==> src/rtl/busid_arb_pkg.sv <==
// Shared constants and FSM state type for the round-robin bus-ID arbiter.
package busid_arb_pkg;

    localparam int unsigned NUM_CH  = 4;
    localparam int unsigned BUSID_W = 5;
    localparam int unsigned CH_W    = $clog2(NUM_CH);
    localparam int unsigned CNT_W   = 16;

    typedef enum logic [1:0] {
        IDLE  = 2'd0,
        GRANT = 2'd1,
        HOLD  = 2'd2
    } state_e;

endpackage

==> src/rtl/busid_rr_arbiter_if.sv <==
// Request/grant signal bundle between the requesting channels and the bus-ID arbiter.
interface busid_rr_arbiter_if;
    import busid_arb_pkg::*;

    logic [NUM_CH-1:0]  req_in;
    logic [BUSID_W-1:0] busid_in0;
    logic [BUSID_W-1:0] busid_in1;
    logic [BUSID_W-1:0] busid_in2;
    logic [BUSID_W-1:0] busid_in3;
    logic               done_in;
    logic               buffer_en0;
    logic               buffer_en1;
    logic               buffer_en2;
    logic               buffer_en3;
    logic [BUSID_W-1:0] busid_out;
    logic               busy_out;
    logic               timeout_out;

    modport master (
        output req_in, busid_in0, busid_in1, busid_in2, busid_in3, done_in,
        input  buffer_en0, buffer_en1, buffer_en2, buffer_en3, busid_out, busy_out, timeout_out
    );

    modport slave (
        input  req_in, busid_in0, busid_in1, busid_in2, busid_in3, done_in,
        output buffer_en0, buffer_en1, buffer_en2, buffer_en3, busid_out, busy_out, timeout_out
    );

endinterface

==> src/rtl/busid_rr_prio_enc.sv <==
// Rotating priority encoder: first requester above last_grant, wrapping around.
module busid_rr_prio_enc
    import busid_arb_pkg::*;
(
    input  logic [NUM_CH-1:0] req,
    input  logic [CH_W-1:0]   last_grant,
    output logic [CH_W-1:0]   win_idx,
    output logic              win_valid
);

    // Scan farthest-first so the nearest requester after last_grant is the final winner.
    always_comb begin
        win_idx   = '0;
        win_valid = 1'b0;
        for (int k = NUM_CH; k >= 1; k--) begin
            if (req[CH_W'(int'(last_grant) + k)]) begin
                win_idx   = CH_W'(int'(last_grant) + k);
                win_valid = 1'b1;
            end
        end
    end

endmodule

==> src/rtl/busid_rr_arbiter.sv <==
// Round-robin bus-ID arbiter: grants one channel at a time and latches its bus ID.
// Define BUSID_ARB_TIMEOUT_EN to add the forced release after TIMEOUT_CYCLES hold cycles.
module busid_rr_arbiter #(
    parameter int unsigned NUM_CH         = 4,
    parameter int unsigned BUSID_W        = 5,
    parameter int unsigned TIMEOUT_CYCLES = 1023
) (
    input  logic              clk,
    input  logic              rst,
    busid_rr_arbiter_if.slave bus
);
    import busid_arb_pkg::*;

    if (NUM_CH != busid_arb_pkg::NUM_CH || BUSID_W != busid_arb_pkg::BUSID_W ||
        TIMEOUT_CYCLES < 1 || TIMEOUT_CYCLES > 65535) begin : g_cfg_err
        $error("busid_rr_arbiter: unsupported parameter set");
    end

    state_e             state_q, state_n;
    logic [CH_W-1:0]    last_q, last_n;
    logic [NUM_CH-1:0]  req_q;
    logic [NUM_CH-1:0]  en_q, en_n;
    logic [BUSID_W-1:0] busid_q, busid_n;
    logic               busy_q, busy_n;
    logic               to_q, to_n;
    logic               to_hit;
    logic [BUSID_W-1:0] busid_arr [NUM_CH];
    logic [CH_W-1:0]    win_idx;
    logic               win_valid;

    assign busid_arr[0] = bus.busid_in0;
    assign busid_arr[1] = bus.busid_in1;
    assign busid_arr[2] = bus.busid_in2;
    assign busid_arr[3] = bus.busid_in3;

    busid_rr_prio_enc u_prio_enc (
        .req        (req_q),
        .last_grant (last_q),
        .win_idx    (win_idx),
        .win_valid  (win_valid)
    );

    // Next state; last_q doubles as the index of the active grant.
    always_comb begin
        state_n = state_q;
        last_n  = last_q;
        busid_n = busid_q;
        to_n    = 1'b0;
        case (state_q)
            IDLE: begin
                if (win_valid) begin
                    state_n = GRANT;
                    last_n  = win_idx;
                    busid_n = busid_arr[win_idx];
                end
            end
            GRANT: state_n = HOLD;
            HOLD: begin
                if (bus.done_in) begin
                    state_n = IDLE;
                end else if (to_hit) begin
                    state_n = IDLE;
                    to_n    = 1'b1;
                end else if (!req_q[last_q]) begin
                    state_n = IDLE;
                end
            end
            default: state_n = IDLE;
        endcase
        en_n   = (state_n != IDLE) ? (NUM_CH'(1) << last_n) : '0;
        busy_n = (state_n != IDLE);
    end

    always_ff @(posedge clk or posedge rst) begin
        if (rst) begin
            state_q <= IDLE;
            last_q  <= CH_W'(NUM_CH - 1);
            req_q   <= '0;
            en_q    <= '0;
            busid_q <= '0;
            busy_q  <= 1'b0;
            to_q    <= 1'b0;
        end else begin
            state_q <= state_n;
            last_q  <= last_n;
            req_q   <= bus.req_in;
            en_q    <= en_n;
            busid_q <= busid_n;
            busy_q  <= busy_n;
            to_q    <= to_n;
        end
    end

`ifdef BUSID_ARB_TIMEOUT_EN
    logic [CNT_W-1:0] cnt_q, cnt_n;

    assign to_hit = (cnt_q == CNT_W'(TIMEOUT_CYCLES - 1));

    // Counts completed HOLD cycles; release happens before the count could wrap.
    always_comb begin
        cnt_n = cnt_q;
        if (state_q == IDLE && state_n == GRANT) begin
            cnt_n = '0;
        end else if (state_q == HOLD && state_n == HOLD) begin
            cnt_n = cnt_q + CNT_W'(1);
        end
    end

    always_ff @(posedge clk or posedge rst) begin
        if (rst) begin
            cnt_q <= '0;
        end else begin
            cnt_q <= cnt_n;
        end
    end
`else
    assign to_hit = 1'b0;
`endif

    assign bus.buffer_en0  = en_q[0];
    assign bus.buffer_en1  = en_q[1];
    assign bus.buffer_en2  = en_q[2];
    assign bus.buffer_en3  = en_q[3];
    assign bus.busid_out   = busid_q;
    assign bus.busy_out    = busy_q;
    assign bus.timeout_out = to_q;

endmodule

==> src/flat_wrapper.sv <==
// flat-port wrapper written by rule: the top's interface ports become plain ports
module busid_rr_arbiter_flat import busid_arb_pkg::*;
#(
    parameter int unsigned NUM_CH         = 4,
    parameter int unsigned BUSID_W        = 5,
    parameter int unsigned TIMEOUT_CYCLES = 1023
)
  (clk, rst, bus_req_in, bus_busid_in0, bus_busid_in1, bus_busid_in2, bus_busid_in3, bus_done_in, bus_buffer_en0, bus_buffer_en1, bus_buffer_en2, bus_buffer_en3, bus_busid_out, bus_busy_out, bus_timeout_out);
  busid_rr_arbiter_if bus_i ();
  input  logic clk;
  input  logic rst;
  input wire logic [$bits(bus_i.req_in)-1:0] bus_req_in;
  input wire logic [$bits(bus_i.busid_in0)-1:0] bus_busid_in0;
  input wire logic [$bits(bus_i.busid_in1)-1:0] bus_busid_in1;
  input wire logic [$bits(bus_i.busid_in2)-1:0] bus_busid_in2;
  input wire logic [$bits(bus_i.busid_in3)-1:0] bus_busid_in3;
  input wire logic [$bits(bus_i.done_in)-1:0] bus_done_in;
  output wire logic [$bits(bus_i.buffer_en0)-1:0] bus_buffer_en0;
  output wire logic [$bits(bus_i.buffer_en1)-1:0] bus_buffer_en1;
  output wire logic [$bits(bus_i.buffer_en2)-1:0] bus_buffer_en2;
  output wire logic [$bits(bus_i.buffer_en3)-1:0] bus_buffer_en3;
  output wire logic [$bits(bus_i.busid_out)-1:0] bus_busid_out;
  output wire logic [$bits(bus_i.busy_out)-1:0] bus_busy_out;
  output wire logic [$bits(bus_i.timeout_out)-1:0] bus_timeout_out;
  assign bus_i.req_in = bus_req_in;
  assign bus_i.busid_in0 = bus_busid_in0;
  assign bus_i.busid_in1 = bus_busid_in1;
  assign bus_i.busid_in2 = bus_busid_in2;
  assign bus_i.busid_in3 = bus_busid_in3;
  assign bus_i.done_in = bus_done_in;
  assign bus_buffer_en0 = bus_i.buffer_en0;
  assign bus_buffer_en1 = bus_i.buffer_en1;
  assign bus_buffer_en2 = bus_i.buffer_en2;
  assign bus_buffer_en3 = bus_i.buffer_en3;
  assign bus_busid_out = bus_i.busid_out;
  assign bus_busy_out = bus_i.busy_out;
  assign bus_timeout_out = bus_i.timeout_out;
  busid_rr_arbiter #(.NUM_CH(NUM_CH), .BUSID_W(BUSID_W), .TIMEOUT_CYCLES(TIMEOUT_CYCLES)) u_core (.clk(clk), .rst(rst), .bus(bus_i));
endmodule
==> config.mk <==
export PLATFORM = sky130hd
export DESIGN_NAME = busid_rr_arbiter_flat
export DESIGN_NICKNAME = d
export VERILOG_FILES = /design/src/rtl/busid_arb_pkg.sv /design/src/rtl/busid_rr_arbiter_if.sv /design/src/rtl/busid_rr_prio_enc.sv /design/src/rtl/busid_rr_arbiter.sv /design/src/flat_wrapper.sv
export SDC_FILE = /design/constraint.sdc
export NUM_CORES = 1
export LEC_CHECK = 0
export CAP_MARGIN = 5
export CORE_UTILIZATION = 43
export DETAILED_ROUTE_END_ITERATION = 8
export GPL_ROUTABILITY_DRIVEN = 0
export GPL_TIMING_DRIVEN = 0
export PLACE_DENSITY = 0.79
export SYNTH_ARGS = -nofsm -noshare
export SYNTH_HDL_FRONTEND = slang
export SYNTH_SLANG_ARGS = --single-unit
==> constraint.sdc <==
create_clock -name clk -period 2.34 [get_ports clk]
set_input_delay 0.234 -clock clk [delete_from_list [all_inputs] [get_ports clk]]
set_output_delay 0.234 -clock clk [all_outputs]
set_load 0.1 [all_outputs]
==> results.md <==
- FP Rows: 16
- Critical Path RT: about 2100 ps
- CTS H-tree depth: 1
- Leakage: a little under 0.0006 uW
- Initial antenna violation count: 0
- Clk slew on worst S/H paths: 100 ps
- Post-synthesis sequential area ratio: 46.2%
- Power per Cell Area: 1430 nW/um^2
- Worst Setup SP: u_core.bus.busid_out[0]
- Vias per cell: 5.29
- Syn. warnings: 0
- Area share of fa/ha/maj cells after synthesis: 0%
- Most frequent cells in the layout: 36 x clkdlybuf4s50_1, 16 x dfrtp_1, 7 x nor2_1, 7 x nand2_1
- Worst-path fanout max: 2
- Setup violators final: 0
- Max Clk Rate: 489 MHz
- Hold Buf Count CTS: 0
- Largest family of logic cells by synthesized area: compound AO/OA/AOI/OAI gates
- Post-synthesis compound-gate area fraction: 22.6%
- DR pass1 iterations: 4
- Die width: 49.7 microns
- Total setup buffers inserted after CTS: 0
- Initial Util: between 40 and 50%
- Layout filler cell count: ~180
- Outcome: completed
- Remaining DRCs: 0
- Endpoint type of the worst setup path: primary output
- Final worst setup slack: 294 ps
- Synth top area cells: dfrtp_1 41%, dfstp_2 5.4%, mux2i_1 5.1%
- Synth Net Count: 120
- Relative slew slack: 35.2%
- Startpoint Class: register
- Fin crit share: between 80 and 90%
- Critical R2R Launch: u_core.last_q[1]
- XOR/XNOR Fraction of Synth Area: 0%
- Cell area after synthesis: 980 sq um
- Post-place setup slack: 502 ps
- Slowest stage delay, CP: about 1100 ps
- CP Buf/Inv Count: 1
- Critical Path AT: between 1500 and 2000 ps
- Max cap viols: 0
- Kind of critical path: register to primary output
- Final Hold Vio Count: 0
- Syn Inst Count: between 90 and 100
- Io pins: 38
- Gr ovfl total: 0
- Hpwl dp: 1770 microns
- Die height: 49.7 microns
- Clock Path Buffers: 2
- Iter 0 DRT Violations: 16
- Area Growth Syn to Fin: 42.5%
- Netlist cell types: 35
- Antenna cells: 0
- Post-synthesis simple-gate area fraction: 19.3%
- FF-to-FF path depth: 6
- DR top layer: met4
- CTS tree: done
- Via count: 841
- Pin count of the biggest net entering global routing: 19
- Vias in the first global route: 829
- Root buffer cell: clkbuf_4
- M1 WL: 1030 microns
- Post-route minimum period: around 2000 ps
- Levels on crit path: 1
- RR Endpoint: u_core.en_q[2]
- Skew-Pair Late Insertion Delay: 290 ps
- Met3 wire length: between 90 and 100 microns
- Die area: 2470 sq um
- Critical-path cell list: clkdlybuf4s50_1
- Register-to-Register Setup Slack: 500 ps
- Fin Setup TNS: 0 ps
- Nets@finish: 161
- Worst-margin pin slew: 969 ps
- Share of the synthesized area in the top cell type: 40.9%
- Leading area contributor after synthesis: dfrtp_1
- Cts repair resizes: 0
- CP delay by family, top: buffers and inverters
- Synth Register Bits: 18
- Slowest library cell on the worst path: clkdlybuf4s50_1
- DRT antenna net count: 0
- Largest vdd supply drop: 0.973 mV
- Post-DR wirelength/cell: 14.1 microns
- PortBufs: 36
- Syn Area/Cell: 10.5 sq um
- Core Region: 2040 sq um
- GR Util All Layers: 19.4%
- Post-synthesis mux area share: about 7.4%
- Total CTS buffers: 3
- Wire length of the first global-routing pass: 3590 microns
- Ratio of cells with drive above 1 in the final layout: 15.2%
- Clk sinks: 18
- Hold Crit Class: primary input to asynchronous set/reset pin
- WL met2: ~1100 microns
- Routed WL: about 2200 microns
- End point of the critical path: bus_busid_out[0]
- Most common cell after layout, fill and taps aside: clkdlybuf4s50_1
- Clock Skew: approximately 7.6 ps
- Unrepaired setup endpoints after global routing: no
- Final slew viol count: 0
==> layer usage <==
metal	up-vias	global-route usage, %
met5	-	0
met4	0	5.71
met3	3	2.78
met2	22	32.4
met1	395	25.9
li1	421	-
==> cell usage after synthesis <==
master and instances:
dfrtp_1 16, a21oi_4 1, o21ai_1 2, or2b_1 1, a21oi_2 1, a41oi_2 1, o21a_1 2, nor3_4 1
or3b_2 1, nor2b_1 2, conb_1 1, nor3_2 1, dfstp_2 2, o22a_1 1, mux4_2 1, nand3_1 1
nand2b_1 1, buf_2 2, nand4_1 5, o31ai_1 5, nor2_1 7, inv_2 2, buf_4 1, nor3_1 1
a211o_1 5, a21o_1 1, o21ai_0 2, nand2_1 7, o211ai_1 5, inv_1 4, a21oi_1 2, nand2_4 1
or4_4 1, mux2i_1 5, and3_4 1
==> report_power, final <==
part,internal (uW),switching (uW),leakage (uW)
logic,396,954,0.000351
clock network,60.0,91.0,0.0000138
registers,440,61.1,0.000218
total,896,1110,0.000583
==> flip-flops by register name, indices dropped and copies added, names as in the netlist <==
signal and count:
u_core.en_q 4, u_core.req_q 4, u_core.bus.busy_out 1, u_core.last_q 2
u_core.bus.busid_out 5, u_core.state_q 2
==> worst min-delay path by stage <==
stage | start | endpoint | slack (ps) | cells past startpoint
after CTS | rst | u_core.bus.busid_out[4] | 360 | 2
after floorplan | rst | u_core.bus.busid_out[0] | 170 | 1
after global placement | u_core.state_q[1] | u_core.state_q[1] | 490 | 1
after global routing | bus_req_in[3] | u_core.req_q[3] | 370 | 1
after detailed placement | u_core.bus.busid_out[3] | u_core.bus.busid_out[3] | 490 | 2
final | rst | u_core.bus.busid_out[4] | 330 | 2
==> stage by stage <==
stage          utilization (%)  instance area (sq um)  hold WS (ps)  total power (uW)  instances
2_1_floorplan                -                    980           171              1550         93
3_3_place_gp              67.3                   1370           487              1830        156
3_5_place_dp              67.3                   1370           488              1860        156
4_1_cts                   68.4                   1400           358              2020        159
5_1_grt                   68.4                   1400           374              2110        159
6_report                  68.4                   1400           335              2000        159
==> logic make-up after synthesis <==
kind of cell    Yosys count
mux                       6
flops                    18
other cells               1
simple gates             31
compound gates           28
buf+inv                   9
==> cell type report <==
class / instances / area [sq um] / area share [%]
clock buffer: 3 / 22.5 / 1.61
buffer: 3 / 17.5 / 1.25
multi-input combinational: 66 / 487 / 34.9
sequential: 18 / 453 / 32.4
inverter: 6 / 22.5 / 1.61
timing repair buffer: 36 / 360 / 25.8
tap: 27 / 33.8 / 2.42
Note: power is estimated with default switching activity, not from simulation.
